[src/rtl/pipeline_pkg.sv]
// Shared encodings for the pipeline hazard controller: forwarding selects,
// hazard FSM states and the default register-address width.
package pipeline_pkg;

    localparam int DEF_REG_ADDR_W = 5;

    localparam logic [1:0] FWD_REG   = 2'b00;
    localparam logic [1:0] FWD_EXMEM = 2'b01;
    localparam logic [1:0] FWD_MEMWB = 2'b10;

    typedef enum logic [0:0] {
        RUN     = 1'b0,
        MC_BUSY = 1'b1
    } hz_state_e;

endpackage

[src/rtl/hazard_fwd_unit.sv]
// Combinational EX-stage operand forwarding compare; the youngest producer
// (EX/MEM) wins over MEM/WB, and register 0 never forwards.
module hazard_fwd_unit
    import pipeline_pkg::*;
#(
    parameter int REG_ADDR_W = DEF_REG_ADDR_W
) (
    input  logic [REG_ADDR_W-1:0] ex_rs1,
    input  logic [REG_ADDR_W-1:0] ex_rs2,
    input  logic [REG_ADDR_W-1:0] mem_rd,
    input  logic                  mem_regwrite,
    input  logic [REG_ADDR_W-1:0] wb_rd,
    input  logic                  wb_regwrite,
    output logic [1:0]            fwd_a_sel,
    output logic [1:0]            fwd_b_sel
);

    function automatic logic [1:0] pick_src(
        input logic [REG_ADDR_W-1:0] src,
        input logic [REG_ADDR_W-1:0] m_rd,
        input logic                  m_we,
        input logic [REG_ADDR_W-1:0] w_rd,
        input logic                  w_we
    );
        logic [1:0] sel;
        if (src == {REG_ADDR_W{1'b0}}) begin
            sel = FWD_REG;
        end else if (m_we && (m_rd == src)) begin
            sel = FWD_EXMEM;
        end else if (w_we && (w_rd == src)) begin
            sel = FWD_MEMWB;
        end else begin
            sel = FWD_REG;
        end
        return sel;
    endfunction

    // Operand A and B source selection
    always_comb begin
        fwd_a_sel = pick_src(ex_rs1, mem_rd, mem_regwrite, wb_rd, wb_regwrite);
        fwd_b_sel = pick_src(ex_rs2, mem_rd, mem_regwrite, wb_rd, wb_regwrite);
    end

endmodule

[src/rtl/pipeline_hazard_ctrl.sv]
// 5-stage pipeline sequencing controller: stalls, flushes, multi-cycle EX hold.
// Define HAZARD_FWD_EN to enable operand forwarding (only load-use then stalls).
module pipeline_hazard_ctrl
    import pipeline_pkg::*;
#(
    parameter int REG_ADDR_W  = DEF_REG_ADDR_W,
    parameter int MC_LATENCY  = 4,
    parameter int STALL_CNT_W = 16
) (
    input  logic                   clk,
    input  logic                   rst,
    input  logic [REG_ADDR_W-1:0]  id_rs1,
    input  logic [REG_ADDR_W-1:0]  id_rs2,
    input  logic                   id_use_rs1,
    input  logic                   id_use_rs2,
    input  logic [REG_ADDR_W-1:0]  ex_rs1,
    input  logic [REG_ADDR_W-1:0]  ex_rs2,
    input  logic [REG_ADDR_W-1:0]  ex_rd,
    input  logic                   ex_regwrite,
    input  logic                   ex_memread,
    input  logic                   ex_multicycle,
    input  logic                   ex_branch_taken,
    input  logic [REG_ADDR_W-1:0]  mem_rd,
    input  logic                   mem_regwrite,
    input  logic [REG_ADDR_W-1:0]  wb_rd,
    input  logic                   wb_regwrite,
    output logic                   pc_en,
    output logic                   if_id_en,
    output logic                   id_ex_en,
    output logic                   ex_mem_en,
    output logic                   if_id_flush,
    output logic                   id_ex_flush,
    output logic                   ex_mem_flush,
    output logic [1:0]             fwd_a_sel,
    output logic [1:0]             fwd_b_sel,
    output logic                   mc_busy,
    output logic [STALL_CNT_W-1:0] stall_count
);

    localparam int CNT_W = $clog2(MC_LATENCY);

    hz_state_e              state_q, state_d;
    logic [CNT_W-1:0]       mc_cnt_q, mc_cnt_d;
    logic [STALL_CNT_W-1:0] stall_cnt_q, stall_cnt_d;

    logic ex_hit_s;
    logic mem_hit_s;
    logic load_use_s;
    logic data_stall_s;
    logic [1:0] fwd_a_raw_s;
    logic [1:0] fwd_b_raw_s;

    // Does the ID instruction read a given (non-zero) destination register?
    always_comb begin
        ex_hit_s  = (ex_rd != {REG_ADDR_W{1'b0}}) &&
                    ((id_use_rs1 && (id_rs1 == ex_rd)) || (id_use_rs2 && (id_rs2 == ex_rd)));
        mem_hit_s = (mem_rd != {REG_ADDR_W{1'b0}}) &&
                    ((id_use_rs1 && (id_rs1 == mem_rd)) || (id_use_rs2 && (id_rs2 == mem_rd)));
        load_use_s = ex_memread && ex_regwrite && ex_hit_s;
    end

`ifdef HAZARD_FWD_EN
    hazard_fwd_unit #(
        .REG_ADDR_W (REG_ADDR_W)
    ) u_fwd (
        .ex_rs1       (ex_rs1),
        .ex_rs2       (ex_rs2),
        .mem_rd       (mem_rd),
        .mem_regwrite (mem_regwrite),
        .wb_rd        (wb_rd),
        .wb_regwrite  (wb_regwrite),
        .fwd_a_sel    (fwd_a_raw_s),
        .fwd_b_sel    (fwd_b_raw_s)
    );

    assign data_stall_s = load_use_s;
`else
    // Without forwarding the regfile is write-through, so WB producers never stall.
    logic unused_fwd_s;
    assign unused_fwd_s = ^{ex_rs1, ex_rs2, wb_rd, wb_regwrite};
    assign fwd_a_raw_s  = FWD_REG;
    assign fwd_b_raw_s  = FWD_REG;
    assign data_stall_s = (ex_regwrite && ex_hit_s) || (mem_regwrite && mem_hit_s);
`endif

    // Register controls and next-state for the hazard FSM
    always_comb begin
        pc_en        = 1'b1;
        if_id_en     = 1'b1;
        id_ex_en     = 1'b1;
        ex_mem_en    = 1'b1;
        if_id_flush  = 1'b0;
        id_ex_flush  = 1'b0;
        ex_mem_flush = 1'b0;
        mc_busy      = 1'b0;
        state_d      = state_q;
        mc_cnt_d     = mc_cnt_q;
        if (rst) begin
            pc_en        = 1'b0;
            if_id_en     = 1'b0;
            id_ex_en     = 1'b0;
            ex_mem_en    = 1'b0;
            if_id_flush  = 1'b1;
            id_ex_flush  = 1'b1;
            ex_mem_flush = 1'b1;
            state_d      = RUN;
            mc_cnt_d     = {CNT_W{1'b0}};
        end else begin
            case (state_q)
                RUN: begin
                    if (ex_branch_taken) begin
                        if_id_flush = 1'b1;
                        id_ex_flush = 1'b1;
                    end else if (data_stall_s) begin
                        pc_en       = 1'b0;
                        if_id_en    = 1'b0;
                        id_ex_flush = 1'b1;
                    end else begin
                        pc_en       = 1'b1;
                    end
                    if (ex_multicycle) begin
                        state_d  = MC_BUSY;
                        mc_cnt_d = CNT_W'(MC_LATENCY - 1);
                    end else begin
                        state_d  = RUN;
                    end
                end
                MC_BUSY: begin
                    // Hazards and branches are not evaluated while the op owns EX.
                    if (mc_cnt_q == {CNT_W{1'b0}}) begin
                        state_d      = RUN;
                    end else begin
                        pc_en        = 1'b0;
                        if_id_en     = 1'b0;
                        id_ex_en     = 1'b0;
                        ex_mem_en    = 1'b0;
                        ex_mem_flush = 1'b1;
                        mc_busy      = 1'b1;
                        mc_cnt_d     = mc_cnt_q - CNT_W'(1);
                    end
                end
                default: begin
                    state_d  = RUN;
                    mc_cnt_d = {CNT_W{1'b0}};
                end
            endcase
        end
    end

    // Forwarding selects forced to regfile during reset
    always_comb begin
        if (rst) begin
            fwd_a_sel = FWD_REG;
            fwd_b_sel = FWD_REG;
        end else begin
            fwd_a_sel = fwd_a_raw_s;
            fwd_b_sel = fwd_b_raw_s;
        end
    end

    // Saturating count of cycles with the PC held
    always_comb begin
        if (!pc_en && (stall_cnt_q != {STALL_CNT_W{1'b1}})) begin
            stall_cnt_d = stall_cnt_q + STALL_CNT_W'(1);
        end else begin
            stall_cnt_d = stall_cnt_q;
        end
    end

    // State, multi-cycle countdown and stall counter registers
    always_ff @(posedge clk) begin
        if (rst) begin
            state_q     <= RUN;
            mc_cnt_q    <= {CNT_W{1'b0}};
            stall_cnt_q <= {STALL_CNT_W{1'b0}};
        end else begin
            state_q     <= state_d;
            mc_cnt_q    <= mc_cnt_d;
            stall_cnt_q <= stall_cnt_d;
        end
    end

    assign stall_count = stall_cnt_q;

endmodule

[config.mk]
export PLATFORM = sky130hd
export DESIGN_NAME = pipeline_hazard_ctrl
export DESIGN_NICKNAME = d
export VERILOG_FILES = /design/src/rtl/pipeline_pkg.sv /design/src/rtl/hazard_fwd_unit.sv /design/src/rtl/pipeline_hazard_ctrl.sv
export SDC_FILE = /design/constraint.sdc
export NUM_CORES = 1
export LEC_CHECK = 0
export BUFFER_PORTS_ARGS = -buffer_cell sky130_fd_sc_hd__buf_2
export CORE_MARGIN = 5
export CORE_UTILIZATION = 47
export CTS_CLUSTER_SIZE = 16
export DETAILED_ROUTE_END_ITERATION = 8
export PLACE_DENSITY = 0.84
export RECOVER_POWER = 25
export SYNTH_ARGS = -nofsm -noshare
export SYNTH_HDL_FRONTEND = slang
export SYNTH_HIERARCHICAL = 1
export SYNTH_SLANG_ARGS = --single-unit
[constraint.sdc]
create_clock -name clk -period 3.9 [get_ports clk]
set_input_delay 0.585 -clock clk [delete_from_list [all_inputs] [get_ports clk]]
set_output_delay 0.585 -clock clk [all_outputs]
set_load 0.1 [all_outputs]
Word-level counts from Yosys, hierarchy flattened
Index checks and enable logic that the tools add are counted.
{"block": "word_totals", "reg_bits": 19, "input_bits": 45, "out_inout_bits": 28, "word_cells": 53}
{"block": "op_classes", "addsub": 2, "eq_ne": 7, "n_mux": 23, "n_bitwise": 1, "n_reduce_logical": 17}
{"cell": "equality test 5 bit", "n": 4}
{"cell": "two-way mux 1 bit", "n": 18}
{"cell": "adder 16 x 1 -> 16 bit, second input constant", "n": 1}
{"cell": "inequality test 16 bit, second input constant", "n": 1}
{"cell": "nonzero test 5 bit", "n": 2}
{"cell": "logical AND 1 bit", "n": 9}
{"cell": "two-way mux 2 bit", "n": 2}
{"cell": "inequality test 2 bit, second input constant", "n": 2}
{"cell": "case mux 1 bit (2 select lines)", "n": 2}
{"cell": "case mux 2 bit (2 select lines)", "n": 1}
{"cell": "logical OR 1 bit", "n": 3}
{"cell": "logical NOT 2 bit", "n": 1}
{"cell": "AND reduction 2 bit", "n": 1}
{"cell": "subtractor 2 x 1 -> 2 bit, second input constant", "n": 1}
{"cell": "logical NOT 1 bit", "n": 1}
{"cell": "inverter 1 bit", "n": 1}

Depth between registers and ports, before layout
{"block": "logic_depth", "ltp_word": 12, "depth_mapped": 9, "ltp_nobuf": 7}

Worst setup path before layout
OpenSTA, ideal clock, no wires.
{"block": "synth_path", "path_type": "in2out", "start": "in rst", "end": "out pc_en", "t_arrival_ps": 3128, "required_time_ps": 3315, "slack_ps": 187, "stages": 3, "path_buffers": 1, "cell_sequence": "nor2_1 and2_2 buf_4"}
{"block": "synth_between", "elab_chain_cells": 1}
{"item": "start, declared", "line": "pipeline_hazard_ctrl.sv:11", "rtl": "input logic rst,"}
{"item": "two-way mux 1 bit"}
{"item": "end, declared", "line": "pipeline_hazard_ctrl.sv:27", "rtl": "output logic pc_en,"}
Every way passes these cells.

Worst setup path in the final report
{"block": "layout_path", "start": "in mem_rd[1]", "end": "out pc_en"}
{"block": "layout_between", "elab_chain_cells": 10, "elab_cells_between_ends": 13, "classes_between": "eq/ne: 2; mux: 4; reduce/logical: 7"}
{"item": "start, declared", "line": "pipeline_hazard_ctrl.sv:23", "rtl": "input logic [REG_ADDR_W-1:0] mem_rd,"}
{"item": "equality test 5 bit", "line": "pipeline_hazard_ctrl.sv:58", "rtl": "((id_use_rs1 && (id_rs1 == mem_rd)) || (id_use_rs2 && (id_rs2 == mem_rd)));"}
{"item": "logical AND 1 bit", "line": "pipeline_hazard_ctrl.sv:58"}
{"item": "logical OR 1 bit", "line": "pipeline_hazard_ctrl.sv:58"}
{"item": "logical AND 1 bit *", "line": "pipeline_hazard_ctrl.sv:57", "rtl": "mem_hit_s = (mem_rd != {REG_ADDR_W{1'b0}}) &&"}
{"item": "logical AND 1 bit *", "line": "pipeline_hazard_ctrl.sv:83", "rtl": "assign data_stall_s = (ex_regwrite && ex_hit_s) || (mem_regwrite && mem_hit_s);"}
{"item": "logical OR 1 bit *", "line": "pipeline_hazard_ctrl.sv:83"}
{"item": "two-way mux 1 bit *", "line": "pipeline_hazard_ctrl.sv:114", "rtl": "end else if (data_stall_s) begin"}
{"item": "two-way mux 1 bit *", "line": "pipeline_hazard_ctrl.sv:111", "rtl": "if (ex_branch_taken) begin"}
{"item": "case mux 1 bit (2 select lines) *", "line": "pipeline_hazard_ctrl.sv:109", "rtl": "case (state_q)"}
{"item": "two-way mux 1 bit *", "line": "pipeline_hazard_ctrl.sv:98", "rtl": "if (rst) begin"}
Mark *: on every way between the ends. The rest lies on a longest branch, timed or not.

==> results.py <==
metrics = {
    "drt": {
        "drc": 0,
        "via_per_inst": 5.41,
        "avgRoutedWirePerCell_um": 13.6,
        "ant_nets": 0,
        "drt_iter0_drc": 53,
        "drtPass1Iterations": 4,
        "vias": 1283,
        "wirelength_mm": 3.22,
    },
    "logic_synthesis": {
        "synthArstFlopShare": 0,
        "synth_cell_types": 42,
        "synth_edf_count": 0,
        "syn_area_sq_mm": 0.00132,
        "yosysSeqAreaShare": 0.289,
        "synthCells": 158,
        "ys.warnings.count": 6,
        "ys_seq_elements": 19,
        "synth.avg_cell_area_sq_um": 8.32,
        "synthFlopType": "dfxtp_1",
    },
    "cts": {
        "clock-sinks": 19,
        "htree_levels": 1,
        "clkTransAtPathRegs_ns": 0.11,
        "cts_tree": "yes",
        "hold_buffers": 0,
        "clk_latency_ns": 0.30,
        "cts_resized": 0,
        "ctsRootBufferMaster": "clkbuf_4",
        "cts_setup_buffers": 0,
        "cts_buffer_depth": 2,
        "cts_inserted_buffers": 3,
    },
    "setup_path": {
        "reg2reg_to": "stall_count[2]$_SDFFE_PP0P_",
        "max_stage_delay_ns": 0.56,
        "r2r_slack_ns": 1.43,
        "worst_path_max_delay_cell": "or4_1",
        "startpoint_type": "input pin",
        "crit_fanout": 3,
        "end_kind": "output port",
        "ff2ff_path_depth": 7,
        "arrival_ns": 2.49,
        "crit_family": "simple AND/OR/NAND/NOR gates",
        "worstPathCellList": "buf_2 > or4_1 > o21ai_0 > nor3_1 > a22oi_2 > and2_2 > buf_2",
        "path_class": "in2out",
        "critPathBufInv": 2,
        "r2r-start": "stall_count[2]$_SDFFE_PP0P_",
        "cp_common_cell": "buf_2",
        "cp.required_ns": 3.31,
    },
    "timing": {
        "worst_pin_slew_ns": 1.17,
        "final_hold_viol_count": 0,
        "slew_viol_final": 0,
        "final.period_utilization": 0.788,
        "fin_tns_setup_ns": 0,
        "rsz0062_at_grt": "false",
        "setup_viol": 0,
        "slew_headroom": 0.227,
        "worst_clock_skew_ns": 0.00441,
        "period_minus_slack_ns": 3.07,
        "fmax_mhz": 325,
        "holdWs_ns": 0.486,
    },
    "global_routing": {
        "grt_use_total": 0.162,
        "antenna_found_initial": 0,
        "grt_max_degree": 26,
        "grt_pass1_vias": 1213,
        "grt_overflow": 0,
        "grt_pass1_wl_mm": 5.31,
    },
    "outcome": {
        "status": "completed",
    },
    "floorplan": {
        "ios": 73,
        "design.die.area_sq_mm": 0.00396,
        "coreArea_sq_mm": 0.00271,
        "die_x_um": 62.9,
        "start_util": 0.485,
        "die-height_um": 62.9,
        "num_rows": 19,
    },
    "power_and_ir_drop": {
        "p_clk_frac": 0.203,
        "netSwitchingFraction": 0.421,
        "power.density_mw_per_mm2": 319,
        "p_total_w": 0.000497,
        "pwr-share-comb": 0.377,
        "sequentialPowerShare": 0.420,
        "p_switching_w": 0.000209,
        "leakagePower_nw": 0.603,
        "peakVddDrop_mv": 0.221,
        "internal-power_w": 0.000288,
    },
    "min_path": {
        "worstHoldStart": "mc_cnt_q[0]$_SDFFE_PP0P_",
        "holdPathEnd": "mc_cnt_q[0]$_SDFFE_PP0P_",
        "hold_path_depth": 1,
        "min_path_type": "reg2reg",
    },
    "placed_design": {
        "dp.cells": 233,
        "port_buffers": 51,
        "globalplace.congestion": 0.823,
        "dp_hpwl_mm": 2.55,
    },
    "layout": {
        "nNetsFinal": 254,
        "area_growth_pct": 18.6,
        "finalNonFillerCells": 237,
        "diodes": 0,
        "drive_above_1_share": 0.277,
    },
    "job": {
        "cap_violations": 0,
    },
}
==> worst reg2reg max path, stage by stage (launching register included) <==
cell	delay [ns]
dfxtp_1	0.43
nand3_1	0.14
nor2_1	0.22
nand4_1	0.35
nor3_1	0.40
a21o_2	0.39
nor2_1	0.13
mux2_4	0.31
==> power by group through the flow <==
stage	registers, W	clock network (W)	logic, W
floorplan	0.000236	0	0.000132
global placement	0.000212	0	0.000184
detailed placement	0.000213	0	0.000187
CTS	0.000208	0.000106	0.000188
global route	0.000210	0.000116	0.000198
finish	0.000209	0.000101	0.000187
==> routing by layer <==
metal	vias up	part of all wire	GRT usage	wire length [um]
li1	659	-	-	-
met1	561	0.43	0.188	1390
met2	56	0.46	0.267	1480
met3	7	0.086	0.0504	278
met4	0	0.021	0.0769	68
met5	-	0	0	0
==> layout by cell type (no fill, tap or decap), types with 2 or more instances in the layout <==
cell type / count
or4_1: 7
nand3_1: 5
a211oi_1: 2
nor3_1: 3
dfxtp_1: 19
or3_1: 4
o31ai_1: 4
a21oi_1: 13
a21o_1: 2
nand4_1: 7
xnor2_1: 20
o41ai_1: 2
nand2_1: 10
o21ai_1: 4
nor2_1: 10
clkbuf_4: 3
nand3b_1: 2
o22ai_2: 2
buf_2: 44
o21ai_0: 2
nor2b_1: 4
conb_1: 4
inv_1: 7
clkbuf_1: 8
ha_1: 2
==> worst max-delay path by stage <==
stage,start,cells past startpoint,slack (ns),end
floorplan,rst,3,0.19,pc_en
global placement,mem_rd[1],7,0.91,pc_en
detailed placement,mem_rd[1],7,0.83,pc_en
CTS,mem_rd[1],7,0.83,pc_en
global route,mem_rd[1],7,0.69,pc_en
finish,mem_rd[1],7,0.83,pc_en
==> Yosys cell counts, types with 5 or more instances <==
| library cell | n | area share |
|---|---|---|
| buf_4 | 6 | 0.034 |
| inv_1 | 7 | 0.020 |
| xnor2_1 | 20 | 0.13 |
| or4_1 | 7 | 0.040 |
| nand2_1 | 10 | 0.029 |
| a21oi_1 | 13 | 0.049 |
| nand4_1 | 7 | 0.033 |
| dfxtp_1 | 19 | 0.29 |
| nor2_1 | 10 | 0.029 |
| nand3_1 | 5 | 0.019 |
==> stage by stage <==
stage	cell area, sq um	setup WS [ns]	utilization
2_1_floorplan	1330	0.187	-
3_3_place_gp	1540	0.908	0.569
3_5_place_dp	1540	0.832	0.569
4_1_cts	1570	0.832	0.578
5_1_grt	1560	0.695	0.575
6_report	1560	0.827	0.575
==> area by class of cell <==
type	count	area [sq um]
Timing Repair Buffer	51	246
Inverter	7	26.3
Multi-Input combinational cell	125	841
Clock buffer	4	26.3
Fill cell	258	1150
Tap cell	31	38.8
Sequential cell	19	380
==> kinds of logic after synthesis <==
group | count (synthesis) | synth area share
DFF | 19 | 0.289
and+or+nand+nor | 58 | 0.246
other | 1 | 0.00285
adders and majority gates | 2 | 0.0190
xor gates and xnor gates | 21 | 0.140
muxes | 2 | 0.0190
AOI/OAI and AO/OA | 38 | 0.204
buffers and inverters | 17 | 0.0799
==> state kept, by name (all words and copies together), names as in the netlist <==
name / flops
mc_cnt_q: 2
stall_count: 16
state_q: 1
No activity file was read; power rests on OpenSTA's default activity.
